**src/rtl/fb_sdram_arbiter.sv**
```systemverilog
// fb_sdram_arbiter: shares one Avalon-MM SDRAM port between the camera write
// stream and the framebuffer read stream. Each stream is buffered in a FIFO
// and fixed BURST_LEN bursts of single-word transfers are scheduled.
// Optional feature macro: FB_ARB_DOUBLE_BUF_EN (ping-pong frame buffers).
// Ports:
//   clk_clk, reset_reset_n      clock, synchronous active-low reset
//   wr_data/wr_dv/wr_start      pixel input (no backpressure)
//   wr_overflow                 sticky drop flag
//   rd_data/rd_dv/rd_start      show-ahead pixel output, rd_rdy accepts
//   avm_*                       Avalon-MM master to SDRAM controller
module fb_sdram_arbiter #(
  parameter int unsigned ADDR_W       = 22,
  parameter int unsigned BASE_ADDR    = 0,
  parameter int unsigned FRAME_WORDS  = 76800,
  parameter int unsigned BURST_LEN    = 8,
  parameter int unsigned FIFO_DEPTH   = 64,
  parameter int unsigned STARVE_LIMIT = 4
) (
  input  logic              clk_clk,
  input  logic              reset_reset_n,
  input  logic [14:0]       wr_data,
  input  logic              wr_dv,
  input  logic              wr_start,
  output logic              wr_overflow,
  output logic [14:0]       rd_data,
  output logic              rd_dv,
  output logic              rd_start,
  input  logic              rd_rdy,
  output logic [ADDR_W-1:0] avm_address,
  output logic              avm_read,
  output logic              avm_write,
  output logic [15:0]       avm_writedata,
  input  logic [15:0]       avm_readdata,
  input  logic              avm_readdatavalid,
  input  logic              avm_waitrequest
);

  localparam int unsigned AW = $clog2(FIFO_DEPTH);
  localparam int unsigned LW = AW + 1;
  localparam int unsigned SW = $clog2(STARVE_LIMIT + 1);
  localparam logic [ADDR_W-1:0] BASE    = ADDR_W'(BASE_ADDR);
  localparam logic [ADDR_W-1:0] FW_LAST = ADDR_W'(FRAME_WORDS - 1);

  typedef enum logic [1:0] {IDLE, WR_BURST, RD_BURST} state_t;

  state_t            state, state_n;
  logic [15:0]       wmem [FIFO_DEPTH];
  logic [15:0]       rmem [FIFO_DEPTH];
  logic [AW-1:0]     wwp, wrp, rwp, rrp;
  logic [LW-1:0]     wlvl, rlvl, outstanding, beat;
  logic [LW:0]       rd_sum;
  logic [SW-1:0]     starve;
  logic [ADDR_W-1:0] wr_off, rd_off, ret_off, w_off_n, rd_off_n, w_addr, r_addr;
  logic [15:0]       w_src, r_head;
  logic              wr_acc, rd_acc, wpush, wpop, wfull, rpush, rpop, rfull, ret_ok;
  logic              wr_elig, rd_elig, last_beat, wr_load, rd_load;
  logic              unused_rdata_msb;
`ifdef FB_ARB_DOUBLE_BUF_EN
  localparam logic [ADDR_W-1:0] FW = ADDR_W'(FRAME_WORDS);
  logic              wr_buf, rd_buf, w_buf_n;
`endif

  assign unused_rdata_msb = avm_readdata[15];

  assign wr_acc    = avm_write & ~avm_waitrequest;
  assign rd_acc    = avm_read & ~avm_waitrequest;
  assign wpop      = wr_acc;
  assign wfull     = (wlvl == LW'(FIFO_DEPTH));
  assign wpush     = wr_dv & (~wfull | wpop);
  assign rpop      = rd_dv & rd_rdy;
  assign rfull     = (rlvl == LW'(FIFO_DEPTH));
  assign ret_ok    = avm_readdatavalid & (outstanding != '0);
  assign rpush     = ret_ok & (~rfull | rpop);
  assign wr_elig   = (wlvl >= LW'(BURST_LEN));
  assign rd_sum    = {1'b0, rlvl} + {1'b0, outstanding};
  assign rd_elig   = (rd_sum <= (LW+1)'(FIFO_DEPTH - BURST_LEN));
  assign last_beat = (beat == LW'(BURST_LEN - 1));

  // The write command register is reloaded on the same edge that pops the
  // current head, so mid-burst the next word is the entry behind the head.
  assign w_src    = (state == WR_BURST) ? wmem[wrp + AW'(1)] : wmem[wrp];
  assign w_off_n  = w_src[15] ? '0 : ((wr_off == FW_LAST) ? '0 : wr_off + ADDR_W'(1));
  assign rd_off_n = (rd_off == FW_LAST) ? '0 : rd_off + ADDR_W'(1);
`ifdef FB_ARB_DOUBLE_BUF_EN
  assign w_buf_n  = wr_buf ^ w_src[15];
  assign w_addr   = BASE + (w_buf_n ? FW : '0) + w_off_n;
  assign r_addr   = BASE + (rd_buf ? FW : '0) + rd_off;
`else
  assign w_addr   = BASE + w_off_n;
  assign r_addr   = BASE + rd_off;
`endif

  assign r_head   = rmem[rrp];
  assign rd_dv    = (rlvl != '0);
  assign rd_data  = rd_dv ? r_head[14:0] : '0;
  assign rd_start = rd_dv & r_head[15];

  always_comb begin
    state_n = state;
    wr_load = 1'b0;
    rd_load = 1'b0;
    case (state)
      IDLE: begin
        if (rd_elig && (!wr_elig || (starve < SW'(STARVE_LIMIT)))) begin
          state_n = RD_BURST;
          rd_load = 1'b1;
        end else if (wr_elig) begin
          state_n = WR_BURST;
          wr_load = 1'b1;
        end
      end
      WR_BURST: if (wr_acc) begin
        if (last_beat) state_n = IDLE;
        else           wr_load = 1'b1;
      end
      RD_BURST: if (rd_acc) begin
        if (last_beat) state_n = IDLE;
        else           rd_load = 1'b1;
      end
      default: state_n = IDLE;
    endcase
  end

  always_ff @(posedge clk_clk) begin
    if (wpush) wmem[wwp] <= {wr_start, wr_data};
    if (rpush) rmem[rwp] <= {(ret_off == '0), avm_readdata[14:0]};
  end

  always_ff @(posedge clk_clk) begin
    if (!reset_reset_n) begin
      state         <= IDLE;
      avm_read      <= 1'b0;
      avm_write     <= 1'b0;
      avm_writedata <= '0;
      avm_address   <= BASE;
      wr_overflow   <= 1'b0;
      wwp           <= '0;
      wrp           <= '0;
      rwp           <= '0;
      rrp           <= '0;
      wlvl          <= '0;
      rlvl          <= '0;
      outstanding   <= '0;
      beat          <= '0;
      starve        <= '0;
      wr_off        <= '0;
      rd_off        <= '0;
      ret_off       <= '0;
`ifdef FB_ARB_DOUBLE_BUF_EN
      wr_buf        <= 1'b0;
      rd_buf        <= 1'b0;
`endif
    end else begin
      state <= state_n;

      if (wpush) wwp <= wwp + AW'(1);
      if (wpop)  wrp <= wrp + AW'(1);
      wlvl <= wlvl + LW'(wpush) - LW'(wpop);
      if (wr_dv && wfull && !wpop) wr_overflow <= 1'b1;

      if (rpush) rwp <= rwp + AW'(1);
      if (rpop)  rrp <= rrp + AW'(1);
      rlvl <= rlvl + LW'(rpush) - LW'(rpop);

      outstanding <= outstanding + LW'(rd_acc) - LW'(ret_ok);
      if (ret_ok) ret_off <= (ret_off == FW_LAST) ? '0 : ret_off + ADDR_W'(1);

      if (state == IDLE)        beat <= '0;
      else if (wr_acc | rd_acc) beat <= beat + LW'(1);

      if (state == IDLE && state_n == RD_BURST && wr_elig && starve < SW'(STARVE_LIMIT))
        starve <= starve + SW'(1);
      else if (state == IDLE && state_n == WR_BURST)
        starve <= '0;

      if (wr_load) begin
        avm_write     <= 1'b1;
        avm_writedata <= {1'b0, w_src[14:0]};
        avm_address   <= w_addr;
        wr_off        <= w_off_n;
`ifdef FB_ARB_DOUBLE_BUF_EN
        wr_buf        <= w_buf_n;
`endif
      end else if (wr_acc) begin
        avm_write <= 1'b0;
      end

      if (rd_load) begin
        avm_read    <= 1'b1;
        avm_address <= r_addr;
        rd_off      <= rd_off_n;
`ifdef FB_ARB_DOUBLE_BUF_EN
        if (rd_off == FW_LAST) rd_buf <= ~wr_buf;
`endif
      end else if (rd_acc) begin
        avm_read <= 1'b0;
      end
    end
  end

endmodule

```
**config.mk**
```make
export PLATFORM = sky130hd
export DESIGN_NAME = fb_sdram_arbiter
export DESIGN_NICKNAME = d
export VERILOG_FILES = /design/src/rtl/fb_sdram_arbiter.sv
export SDC_FILE = /design/constraint.sdc
export NUM_CORES = 2
export LEC_CHECK = 0
export BUFFER_PORTS_ARGS = -buffer_cell sky130_fd_sc_hd__buf_2
export CAP_MARGIN = 20
export CORE_UTILIZATION = 30
export CTS_BUF_LIST = sky130_fd_sc_hd__clkbuf_16
export CTS_CLUSTER_SIZE = 14
export DETAILED_ROUTE_END_ITERATION = 7
export PLACE_DENSITY = 0.54
export SLEW_MARGIN = 20
export SYNTH_ARGS = -nofsm -noshare
export SYNTH_HDL_FRONTEND = slang
export SYNTH_SLANG_ARGS = --single-unit
```
**constraint.sdc**
```tcl
create_clock -name clk_clk -period 5.5 [get_ports clk_clk]
set_input_delay 1.1 -clock clk_clk [delete_from_list [all_inputs] [get_ports clk_clk]]
set_output_delay 1.1 -clock clk_clk [all_outputs]
set_load 0.005 [all_outputs]
```
==> results.json <==
{
  "clk_pin_slew_ns": 0.06,
  "timing.fmax_mhz": 194.0,
  "top_layer": "met5",
  "dr.pass1.iters": 7,
  "hold_viol_final": 0,
  "rsz0062_at_grt": "no",
  "finalSetupTns_ns": 0,
  "crit_fanout": 21,
  "drt.antenna.violating_nets": 0,
  "status": "completed",
  "vias_per_cell": 5.278,
  "finalMaxSlewViolations": 0,
  "synth_edf_count": 2048,
  "syn_area_um2": 95000,
  "ios": 96,
  "start_util": 0.3016,
  "fin_crit_ns": 5.156,
  "grt_pass1_wl_um": 374400,
  "hold_path_class": "flop to flop",
  "synth_cell_type_count": 77,
  "cts_made_buffers": 239,
  "tritoncts": "built",
  "slowest_delay_ns": 0.60,
  "initialDrtViolationCount": 5181,
  "cts.path.max_buffers": 4,
  "power.leakage_nw": 33.09,
  "cp-end-kind": "output port",
  "wl_met3_um": 15250,
  "critical_path_arrival_ns": 4.06,
  "cp.required_ns": 4.40,
  "syn_area_per_cell_um2": 20.51,
  "clock_latency_ns": 0.93,
  "wl_met2_um": 129500,
  "critPathMostFrequentCell": "mux4_2",
  "htree_levels": 4,
  "antenna_found_initial": 11,
  "hold_buffers": 0,
  "die_area_um2": 318900,
  "layout.nets": 4990,
  "ys_warn_count": 0,
  "synth_nets": 4721,
  "grt_pass1_vias": 50170,
  "cts_root_buf": "clkbuf_16",
  "ys_seq_elements": 2223,
  "die_h_um": 564.7,
  "dp_hpwl_um": 151900,
  "ys_seq_area_frac": 0.6842,
  "placed_cells": 8819,
  "cp-start-kind": "flop",
  "grt_overflow": 0,
  "syn_to_final_growth_pct": 15.13,
  "remaining_drc_errors": 0,
  "vias": 48910,
  "setup_viol": 0,
  "grt_usage": 0.1630,
  "slowest_stage": "dfxtp_4",
  "slew_headroom": 0.2789,
  "place_ws_ns": 1.006,
  "crit_chain": "buf_12 > buf_12 > mux4_2 > mux4_2 > mux4_2 > and2_1 > buf_2",
  "io_buffers": 93,
  "ys.flop_type": "edfxtp_1",
  "ir_worst_vdd_v": 0.0002905,
  "synthArstFlopShare": 0,
  "routabilityCongestion": 0.7900,
  "cellPowerDensity_nw_per_um2": 386.7,
  "drive_gt1_frac": 0.3423,
  "fin_skew_ns": 0.08554,
  "tightest_slew_ns": 1.082,
  "period_share": 0.9374,
  "grt_max_degree": 77,
  "design_power_total_mw": 42.29,
  "cts_setup_buffers": 0,
  "wl_per_cell_um": 28.33,
  "synthCells": 4631,
  "dieWidth_um": 564.7,
  "final_cell_count_no_fill": 9268,
  "core_um2": 315000,
  "cts_num_sinks": 2223,
  "drt_wl_total_um": 262500,
  "cts.repair.resized": 0,
  "max_cap_viol_count": 0,
  "rows": 206,
  "critPathKind": "flop to output port",
  "wl_met1_um": 110400,
  "timing.final.ws_setup_ns": 0.3441
}
logic make-up (layout without fill, tap and decap cells):
| kind of cell | Yosys count | in the layout | synth area share |
|---|---|---|---|
| other | 1 | 8 | 0.00003947 |
| AND/OR/NAND/NOR | 670 | 670 | 0.03334 |
| buffers and inverters | 348 | 818 | 0.01453 |
| AO/OA/AOI/OAI | 222 | 222 | 0.01703 |
| multiplexers | 1023 | 1023 | 0.2351 |
| flip-flops | 2223 | 2223 | 0.6842 |
| XOR/XNOR | 92 | 92 | 0.008561 |
| adder cells (fa/ha/maj) | 52 | 52 | 0.007165 |
stage by stage:
step           instance area (µm²)  hold WS (ns)    util
2_1_floorplan                95000        0.4561       -
3_3_place_gp                101800        0.4654  0.3233
3_5_place_dp                101800        0.4598  0.3233
4_1_cts                     109300        0.4598  0.3471
5_1_grt                     109400        0.5030  0.3472
6_report                    109400        0.4750  0.3472
routing by layer:
metal,vias to the layer above,track usage
li1,20180,-
met3,348,0.02536
met1,26770,0.2191
met5,-,0
met2,1606,0.2732
met4,8,0.04573
cell type report:
class	instances	area, µm²
multi-input combinational	2060	28870
clock buffer	241	6031
tap	4160	5205
antenna	7	17.52
fill	29310	205600
clock inverter	201	1461
sequential	2223	65040
inverter	46	172.7
timing repair buffer	330	2572
registers in the layout, summed over array words and instances, names as in the netlist, named ones only:
register,flops
rmem,1024
wmem,1024
avm_address,22
rd_off,22
ret_off,22
wr_off,22
avm_writedata,15
beat,7
outstanding,7
rlvl,7
wlvl,7
rrp,6
rwp,6
wrp,6
wwp,6
starve,3
state,2
avm_read,1
avm_write,1
wr_overflow,1
layout by cell type (no fill, tap or decap), types with 65 or more instances in the layout:
cell type | synthesis | final
edfxtp_1 | 2048 | 2048
mux4_2 | 965 | 965
clkbuf_16 | 0 | 241
buf_4 | 3 | 218
nor2_1 | 236 | 170
dfxtp_1 | 175 | 164
nand2_1 | 153 | 153
inv_1 | 45 | 99
nand3_1 | 98 | 98
buf_2 | 32 | 87
nor2_2 | 0 | 65
cells in the mapped netlist, types with 8 or more instances:
master    count  area (µm²)
inv_1        45       168.9
and3_1       34       212.7
mux4_2      965       21730
buf_1       111       416.7
o211ai_1     21       157.7
ha_1         48       600.6
a21oi_1      52       260.3
a22oi_1      10       75.07
buf_2        32       160.2
mux2_2       16       180.2
o31ai_1      13       97.59
clkbuf_1    153       574.3
nand3_1      98       490.5
nor4_1        8       50.05
o21ai_0      18       90.09
nor3_1       17       85.08
xnor2_1      50       437.9
xor2_1       41       359.1
nor2b_1      12       75.07
or3_1        18       112.6
o22ai_1      17       106.4
nand4_1      16       100.1
dfxtp_1     175        3503
and2_1       26       162.7
mux2i_1      42       420.4
a221o_1      18       180.2
nand3b_1      9       67.56
nand2_1     153       574.3
edfxtp_1   2048       61500
nor2_1      236       885.9
where the power goes:
| group | internal, mW | total, mW | switching [mW] | leakage (nW) |
|---|---|---|---|---|
| clock network | 8.84 | 15.5 | 6.66 | 3.88 |
| registers | 18.8 | 19.2 | 0.330 | 19.8 |
| logic | 3.43 | 7.61 | 4.17 | 9.37 |
final timing paths:
path	start	endpoint	slack [ns]	cells past startpoint
hold reg to reg	avm_writedata[12]$_SDFFE_PN0P_	avm_writedata[12]$_SDFFE_PN0P_	0.47	2
setup reg to reg	wrp[0]$_SDFFE_PN0P_	wr_off[13]$_SDFFE_PN0P_	1.07	8
hold / removal	avm_writedata[12]$_SDFFE_PN0P_	avm_writedata[12]$_SDFFE_PN0P_	0.47	2
setup / recovery	flop	rd_data[3]	0.34	7
worst max-delay path: cells and delay by family, from the launching register on:
kind          cells  cell delay, ns
flops             1            0.60
buf+inv           3            0.62
simple gates      1            0.20
mux               3            1.72
Power figures use the tool's default switching activity.
